===== src/rtl/vectored_interrupt_controller_pkg.sv =====
// Shared constants for the vectored interrupt controller: register map and FSM states.
package vectored_interrupt_controller_pkg;

  // Register window addresses on Reg_Addr
  localparam logic [1:0] VIC_REG_MASK    = 2'd0;
  localparam logic [1:0] VIC_REG_PENDING = 2'd1;
  localparam logic [1:0] VIC_REG_EDGE    = 2'd2;
  localparam logic [1:0] VIC_REG_STATUS  = 2'd3;

  // Request handshake states towards the core
  typedef enum logic [1:0] {
    VIC_IDLE = 2'd0,
    VIC_REQ  = 2'd1,
    VIC_GAP  = 2'd2
  } vic_state_e;

endpackage


===== src/rtl/vectored_interrupt_controller_arbiter.sv =====
// Combinational priority picker. In fixed mode the lowest set index wins; in
// rotating mode the search starts at ptr and wraps from NUM_CH-1 back to 0.
module interrupt_priority_arbiter #(
  parameter int NUM_CH = 8,
  parameter int ID_W   = 3
) (
  input  logic [NUM_CH-1:0] req,
  input  logic [ID_W-1:0]   ptr,
  input  logic              rr_mode,
  output logic              valid,
  output logic [ID_W-1:0]   idx
);

  // Two passes: channels at/after the start point, then the wrapped-around ones
  always_comb begin
    valid = 1'b0;
    idx   = '0;
    for (int i = 0; i < NUM_CH; i++) begin
      if (!valid && req[i] && (!rr_mode || (ID_W'(i) >= ptr))) begin
        valid = 1'b1;
        idx   = ID_W'(i);
      end
    end
    if (rr_mode) begin
      for (int i = 0; i < NUM_CH; i++) begin
        if (!valid && req[i] && (ID_W'(i) < ptr)) begin
          valid = 1'b1;
          idx   = ID_W'(i);
        end
      end
    end
  end

endmodule


===== src/rtl/vectored_interrupt_controller.sv =====
// External interrupt controller: synchronises NUM_CH request lines, keeps
// per-channel MASK/EDGE/PENDING state, arbitrates, and runs the
// EIC_IntReq/EIC_IntId/EIC_IntAck handshake with the core.
// Handshake: EIC_IntReq rises with a valid EIC_IntId and both stay frozen until
// a one-cycle EIC_IntAck; the request then drops for at least one cycle (GAP)
// before the next one may be raised. Ack outside REQ is ignored.
module vectored_interrupt_controller
  import vectored_interrupt_controller_pkg::*;
#(
  parameter int NUM_CH      = 8,
  parameter int ID_W        = 3,
  parameter int ROUND_ROBIN = 0,
  parameter int SYNC_STAGES = 2
) (
  input  logic              Sys_Clock,
  input  logic              Sys_Reset,
  input  logic [NUM_CH-1:0] Irq_In,
  input  logic              Reg_EnR,
  input  logic              Reg_EnW,
  input  logic [1:0]        Reg_Addr,
  input  logic [31:0]       Reg_DataW,
  output logic [31:0]       Reg_DataR,
  output logic              EIC_IntReq,
  output logic [ID_W-1:0]   EIC_IntId,
  input  logic              EIC_IntAck,
  output logic [1:0]        Dbg_State
);

  localparam logic RR_MODE = (ROUND_ROBIN != 0);

  logic [SYNC_STAGES-1:0][NUM_CH-1:0] sync_q, sync_d;
  logic [NUM_CH-1:0] synced, sync_prev_q, sync_prev_d, rise;
  logic [NUM_CH-1:0] mask_q, mask_d, edge_q, edge_d, pending_q, pending_d;
  logic [NUM_CH-1:0] ack_clr, w1c_clr;
  logic [31:0]       rdata_q, rdata_d, status_word;
  vic_state_e        state_q, state_d;
  logic              req_q, req_d;
  logic [ID_W-1:0]   id_q, id_d, ptr_q, ptr_d;
  logic              arb_valid;
  logic [ID_W-1:0]   arb_idx;

  if (NUM_CH < 32) begin : g_unused_hi
    logic unused_wdata_hi;
    assign unused_wdata_hi = ^Reg_DataW[31:NUM_CH];
  end

  // Synchroniser shift chain plus a delayed copy of the synced level for edge detection
  always_comb begin
    sync_d      = {sync_q[SYNC_STAGES-2:0], Irq_In};
    synced      = sync_q[SYNC_STAGES-1];
    sync_prev_d = synced;
    rise        = synced & ~sync_prev_q;
  end

  // Software-visible MASK/EDGE writes
  always_comb begin
    mask_d = mask_q;
    edge_d = edge_q;
    if (Reg_EnW && (Reg_Addr == VIC_REG_MASK)) mask_d = Reg_DataW[NUM_CH-1:0];
    if (Reg_EnW && (Reg_Addr == VIC_REG_EDGE)) edge_d = Reg_DataW[NUM_CH-1:0];
  end

  // Pending: edge channels latch rises (a new rise beats a same-cycle clear), level channels follow the line
  always_comb begin
    ack_clr = '0;
    for (int i = 0; i < NUM_CH; i++) begin
      if ((state_q == VIC_REQ) && EIC_IntAck && (id_q == ID_W'(i))) ack_clr[i] = 1'b1;
    end
    w1c_clr = '0;
    if (Reg_EnW && (Reg_Addr == VIC_REG_PENDING)) w1c_clr = Reg_DataW[NUM_CH-1:0];
    pending_d = (edge_q & ((pending_q & ~(ack_clr | w1c_clr)) | rise)) | (~edge_q & synced);
  end

  // Arbitration uses the registered MASK, so a same-cycle MASK write takes effect next cycle
  interrupt_priority_arbiter #(
    .NUM_CH (NUM_CH),
    .ID_W   (ID_W)
  ) u_arbiter (
    .req     (pending_q & mask_q),
    .ptr     (ptr_q),
    .rr_mode (RR_MODE),
    .valid   (arb_valid),
    .idx     (arb_idx)
  );

  // Request FSM: commit a winner, hold it until ack, then force one low cycle
  always_comb begin
    state_d = state_q;
    req_d   = req_q;
    id_d    = id_q;
    ptr_d   = ptr_q;
    unique case (state_q)
      VIC_IDLE: begin
        if (arb_valid) begin
          req_d   = 1'b1;
          id_d    = arb_idx;
          state_d = VIC_REQ;
        end
      end
      VIC_REQ: begin
        if (EIC_IntAck) begin
          req_d   = 1'b0;
          state_d = VIC_GAP;
          ptr_d   = (id_q == ID_W'(NUM_CH - 1)) ? '0 : id_q + 1'b1;
        end
      end
      VIC_GAP: state_d = VIC_IDLE;
      default: begin
        state_d = VIC_IDLE;
        req_d   = 1'b0;
      end
    endcase
  end

  // Registered read port; holds its value when not strobed
  always_comb begin
    status_word             = '0;
    status_word[31]         = req_q;
    status_word[ID_W-1:0]   = id_q;
    rdata_d                 = rdata_q;
    if (Reg_EnR) begin
      unique case (Reg_Addr)
        VIC_REG_MASK:    rdata_d = 32'(mask_q);
        VIC_REG_PENDING: rdata_d = 32'(pending_q);
        VIC_REG_EDGE:    rdata_d = 32'(edge_q);
        VIC_REG_STATUS:  rdata_d = status_word;
      endcase
    end
  end

  // State registers; reset discards pending events and withdraws the request at once
  always_ff @(posedge Sys_Clock or posedge Sys_Reset) begin
    if (Sys_Reset) begin
      sync_q      <= '0;
      sync_prev_q <= '0;
      mask_q      <= '0;
      edge_q      <= '0;
      pending_q   <= '0;
      rdata_q     <= '0;
      state_q     <= VIC_IDLE;
      req_q       <= 1'b0;
      id_q        <= '0;
      ptr_q       <= '0;
    end else begin
      sync_q      <= sync_d;
      sync_prev_q <= sync_prev_d;
      mask_q      <= mask_d;
      edge_q      <= edge_d;
      pending_q   <= pending_d;
      rdata_q     <= rdata_d;
      state_q     <= state_d;
      req_q       <= req_d;
      id_q        <= id_d;
      ptr_q       <= ptr_d;
    end
  end

  assign Reg_DataR  = rdata_q;
  assign EIC_IntReq = req_q;
  assign EIC_IntId  = id_q;
  assign Dbg_State  = state_q;

endmodule


===== config.mk =====
export PLATFORM = sky130hd
export DESIGN_NAME = vectored_interrupt_controller
export DESIGN_NICKNAME = d
export VERILOG_FILES = /design/src/rtl/vectored_interrupt_controller_pkg.sv /design/src/rtl/vectored_interrupt_controller_arbiter.sv /design/src/rtl/vectored_interrupt_controller.sv
export SDC_FILE = /design/constraint.sdc
export NUM_CORES = 1
export LEC_CHECK = 0
export CAP_MARGIN = 10
export CORE_MARGIN = 5
export CORE_UTILIZATION = 57
export DETAILED_ROUTE_END_ITERATION = 10
export DONT_BUFFER_PORTS = 1
export PLACE_DENSITY = 0.72
export SYNTH_ARGS = -nofsm -noshare
export SYNTH_HDL_FRONTEND = slang
export SYNTH_SLANG_ARGS = --single-unit
export TNS_END_PERCENT = 1

===== constraint.sdc =====
create_clock -name Sys_Clock -period 3.5 [get_ports Sys_Clock]
set_input_delay 0.35 -clock Sys_Clock [delete_from_list [all_inputs] [get_ports Sys_Clock]]
set_output_delay 0.35 -clock Sys_Clock [all_outputs]
set_load 0.05 [all_outputs]

* Word-level counts from Yosys, hierarchy flattened
Index checks and enable logic that the tools add are counted.
** Operators by class
- Divide/modulo/power cells :: 0
- Eq/ne operators :: 14
- Reductions and logical operators :: 32
- Muxes and demuxes :: 31
- Shifts and indexed selects :: 0
- $add $sub $neg :: 0
- $mul :: 0
- Bitwise operators :: 12
- $lt $le $gt $ge :: 0
** Operator list (count)
- $pmux 32 s4 :: 1
- $and 8x8->8 :: 5
- $not 8->8 :: 3
- $or 8x8->8 :: 3
- $logic_and 1x1->1 :: 19
- $mux 1 :: 19
- $eq 3x3->1 const B :: 4
- $mux 3 :: 4
- $mux 2 :: 4
- $mux 8 :: 1
- $logic_not 1->1 :: 7
- $eq 2x2->1 const B :: 3
- $eq 3x2->1 const B :: 2
- $eq 2x1->1 const B :: 2
- $logic_not 2->1 :: 2
- $ne 2x2->1 const B :: 2
- $pmux 2 s2 :: 1
- $reduce_and 2->1 :: 2
- $eq 3x1->1 const B :: 1
- $logic_not 3->1 :: 1
- $pmux 1 s3 :: 1
- $reduce_and 3->1 :: 1
- $not 1->1 :: 1
** Word-level totals
- RAM bits :: 0
- Word-level logic and storage cells :: 99
- Input bits :: 47
- Output and inout port bits :: 38
- Bits in latches :: 0
- Memories kept :: 0
- Memory bits (read-only) :: 0
- Flip-flop bits (word level) :: 86

* Depth between registers and ports, before layout
- Depth in word-level cells :: 25
- Gate-level depth with buffers :: 5
- Depth with buffers taken out :: 4

* Cells and area by module
A second synthesis with hierarchy kept.
** Second synthesis, totals
- Cells, all modules :: 291
- Area, all modules :: 3241.9 um2
** By module, submodules not included
- vectored_interrupt_controller :: sequential area each 1651.6 um2, instances 1, cells each 233, area an instance 2876.5 um2
- interrupt_priority_arbiter :: sequential area each 0.0 um2, instances 1, cells each 58, area an instance 365.4 um2

* Least setup slack after synthesis
OpenSTA, ideal clock, no wires.
- Path type :: flip-flop to flip-flop
- Start :: register state_q[0], in the netlist Dbg_State[0]
- End :: register pending_q[3]
- Clock period less this slack :: 1522 ps
- Setup slack :: 1978 ps
- Buffers on the path :: 0
- Arrival time :: 1401 ps
- Stages on the path, launching flop included :: 5
- Required time :: 3379 ps
- Library setup time :: 121 ps
- Cells stage by stage :: dfrtp_1 > and3b_1 > and2b_1 > nand3_1 > a22o_1
** On the way
- Word-level cells in the longest chain between the ends :: 10
** Ends and longest elaborated chain
- from (decl) :: line vectored_interrupt_controller.sv:36 : vic_state_e state_q, state_d;
- from (signal assigned) :: line vectored_interrupt_controller.sv:151 : state_q <= state_d;
- $eq 2x1->1 :: line vectored_interrupt_controller.sv:67 : if ((state_q == VIC_REQ) && EIC_IntAck && (id_q == ID_W'(i))) ack_clr[i] = 1'b1;
- $logic_and 1x1->1 (2 in a row) :: line vectored_interrupt_controller.sv:67
- $mux 1 :: line vectored_interrupt_controller.sv:67
- $or 8x8->8 :: line vectored_interrupt_controller.sv:71 : pending_d = (edge_q & ((pending_q & ~(ack_clr | w1c_clr)) | rise)) | (~edge_q & synced);
- $not 8->8 :: line vectored_interrupt_controller.sv:71
- $and 8x8->8 :: line vectored_interrupt_controller.sv:71
- $or 8x8->8 :: line vectored_interrupt_controller.sv:71
- $and 8x8->8 :: line vectored_interrupt_controller.sv:71
- $or 8x8->8 :: line vectored_interrupt_controller.sv:71
- via pending_d[3] :: line vectored_interrupt_controller.sv:33 : logic [NUM_CH-1:0] mask_q, mask_d, edge_q, edge_d, pending_q, pending_d;
- to (signal assigned) :: line vectored_interrupt_controller.sv:149 : pending_q <= pending_d;
- to (decl) :: line vectored_interrupt_controller.sv:33
The timed path passes the listed nets, and every way through them passes these cells.
A chain may end at the register's enable or synchronous reset.

* Worst setup path after layout
- Start :: register state_q[1], in the netlist Dbg_State[1]
- End :: register pending_q[0]
The elaborated chain is that of the path after synthesis.

==> flow_summary.toml <==
[outcome]
status = "completed"

[cts]
root_buffer = "clkbuf_8"
cts_tree = "done"
cts_buffers = 9
ctsHoldBuffers = 0
cts_setup_buffers = 0
cts.path.max_buffers = 2
clkLatencyLatePin_ns = 0.33
post_cts_resize_count = 0
cts_sinks = 63
path_clk_slew_ns = 0.07
cts_htree_levels = 3

[setup_path]
cp_max_fo = 6
r2r-end = "pending_q[0]$_DFF_PP0_"
worstPathArrival_ns = 2.03
reg2reg_slack_ns = 1.74
path_class = "register to register"
critical_path.reg2reg.startpoint = "Dbg_State[1]$_DFFE_PP0P_"
end_kind = "register"
crit_start = "Dbg_State[1]$_DFFE_PP0P_"
endpoint = "pending_q[0]$_DFF_PP0_"
crit_required_ns = 3.77
cp_cell_sequence = "and3b_1 > and2b_1 > a221oi_1 > a21o_1"
cpPeakStageDelay_ns = 0.71
worstRegToRegCells = 4
critPathLaunchType = "register"
cp_slowest_cell = "dfrtp_1"

[global_route]
grt_antenna_before_repair = 0
grt_pass1_vias = 1527
grt_usage_pct = 17.04
grt_pass1_wl_um = 7790
grt_max_degree = 41
gr-total-overflow = 0

[floorplanning]
num_rows = 25
io_pins = 85
die_area_um2 = 6201
die_h_um = 78.75
start_util_pct = 57.80
fp.dieW_um = 78.75
core_um2 = 4661

[drt]
drtAntennaViolNets = 0
wl_um = 4770
wl_per_cell_um = 17.22
drt-met1-wl_um = 2129
met2_length_um = 2089
drc = 0
top_layer = "met4"
via_per_inst = 5.650
met3WireLength_um = 446
first_pass_iters = 4
vias = 1565
drt_iter0_drc = 115

[hold_path]
hold_path.class = "input pin to asynchronous set/reset pin"

[finish]
area_delta_synth_final_pct = 4.459
num_antenna_cells = 0
layout-drive-gt1-share_pct = 17.04
mostFrequentLayoutCells = "dfrtp_1 (63), conb_1 (23), nand2_1 (21), mux2_2 (18), a21oi_1 (14)"
final_cell_area_um2 = 2814
final_nets = 266
final_cells = 277
final_common_cell = "dfrtp_1"

[place]
dp_cells = 262
placed_area_um2 = 2638
dpl.hpwl_um = 3363
io_buffers = 0
place_congestion = 0.7809

[logic_synthesis]
netlist_instances = 213
netlist_area_um2 = 2694
synth_area_per_cell_um2 = 12.65
yosysWarnings = 0
synth_cell_types = 35
ys_ff_latch = 63
yosysSeqAreaShare_pct = 58.52

[power_and_ir_drop]
vdd_drop_max_mv = 0.3061
cellLeakagePower_uw = 0.001303
powerDensity_nw_per_um2 = 751.1

[run]
drv_cap = 0

[sta]
setup-tns-final_ns = 0
rsz0062_at_grt = "no"
fin_crit_ns = 1.758
hold_viol = 0
tightest_slew_ns = 0.7861
setup_viol = 0
slew-limit-headroom_pct = 47.52
post-route-period-util_pct = 50.24
skew_ns = 0.006847
final_max_slew_viol_count = 0
max_freq_ghz = 0.5687
[per-layer routing]
| layer | global-route usage (%) | vias to the layer above |
|---|---|---|
| li1 | - | 722 |
| met1 | 22.39 | 758 |
| met2 | 23.94 | 75 |
| met3 | 7.256 | 10 |
| met4 | 8.916 | 0 |
| met5 | 0 | - |
[layout make-up]
class / instances / area, um^2
repair buffers: 1 / 7.507
multi-input cells: 140 / 970.9
inverters: 4 / 15.01
flip-flops and latches: 63 / 1577
well taps: 54 / 67.56
clock buffers: 15 / 176.4
fillers: 362 / 1847
[flip-flops by register name (all words and copies together) (netlist names)]
| name | cells |
|---|---|
| Dbg_State | 2 |
| EIC_IntId | 3 |
| EIC_IntReq | 1 |
| Reg_DataR | 9 |
| edge_q | 8 |
| mask_q | 8 |
| pending_q | 8 |
| sync_d | 8 |
| sync_prev_d | 8 |
| sync_prev_q | 8 |
[cells by family (layout without fill, tap and decap cells)]
group | after synthesis | count (layout) | synth area share [%]
other | 1 | 23 | 0.1392
buffers and inverters | 32 | 20 | 8.500
muxes | 27 | 27 | 12.73
AOI/OAI and AO/OA | 42 | 42 | 11.01
DFF | 63 | 63 | 58.52
and+or+nand+nor | 48 | 48 | 9.104
[cells in the mapped netlist (all sizes together)]
master   count  share of area (%)
nor3b        1               0.70
nor2b        3               0.98
buf         26                7.7
and4         1               0.33
nand2       21                2.9
a22oi        4                1.1
a2bb2oi      2               0.65
nor3         1               0.19
nand3        2               0.37
conb         1               0.14
and3b        1               0.33
inv          4               0.56
mux2i        5                1.9
nand4        1               0.23
clkbuf       2               0.28
a32o         1               0.37
o21ai        3               0.56
a22o         2               0.65
and2         3               0.70
a211oi       1               0.28
a221oi       6                2.2
mux4         3                2.8
a32oi        2               0.65
a21oi       14                2.6
nor2        12                1.7
nand3b       1               0.42
a21o         7                2.0
dfrtp       63                 59
and2b        1               0.28
mux2        19                8.1
[worst min path at each step]
stage | from | endpoint | cells past startpoint
floorplan | sync_d[8]$_DFF_PP0_ | sync_prev_d[0]$_DFF_PP0_ | 0
global placement | sync_d[13]$_DFF_PP0_ | sync_prev_d[5]$_DFF_PP0_ | 0
detailed placement | sync_d[8]$_DFF_PP0_ | sync_prev_d[0]$_DFF_PP0_ | 0
CTS | Irq_In[2] | sync_d[10]$_DFF_PP0_ | 0
global route | Irq_In[2] | sync_d[10]$_DFF_PP0_ | 0
finish | Sys_Reset | sync_d[10]$_DFF_PP0_ | 1
[critical path: cells and delay by family, from the launching register on]
family	cells	cell delay [ns]
AO/OA/AOI/OAI	2	0.48
flip-flops	1	0.71
AND/OR/NAND/NOR	2	0.51
[metrics by stage]
| stage | power (uW) | setup slack, ns | hold WS, ns | util [%] |
|---|---|---|---|---|
| after floorplan | 1497 | 1.580 | 0.3312 | - |
| after global placement | 1552 | 1.795 | 0.3320 | 56.59 |
| after detailed placement | 1566 | 1.782 | 0.3355 | 56.59 |
| after CTS | 2130 | 1.767 | 0.02870 | 60.38 |
| after global routing | 2232 | 1.680 | 0.01463 | 60.38 |
| final | 2113 | 1.742 | 0.04283 | 60.38 |
[where the power goes]
part | internal, uW | switching (uW)
sequential | 849 | 341
combinational | 165 | 197
clock | 312 | 248
total | 1330 | 786
(Power assumes the default switching activity.)
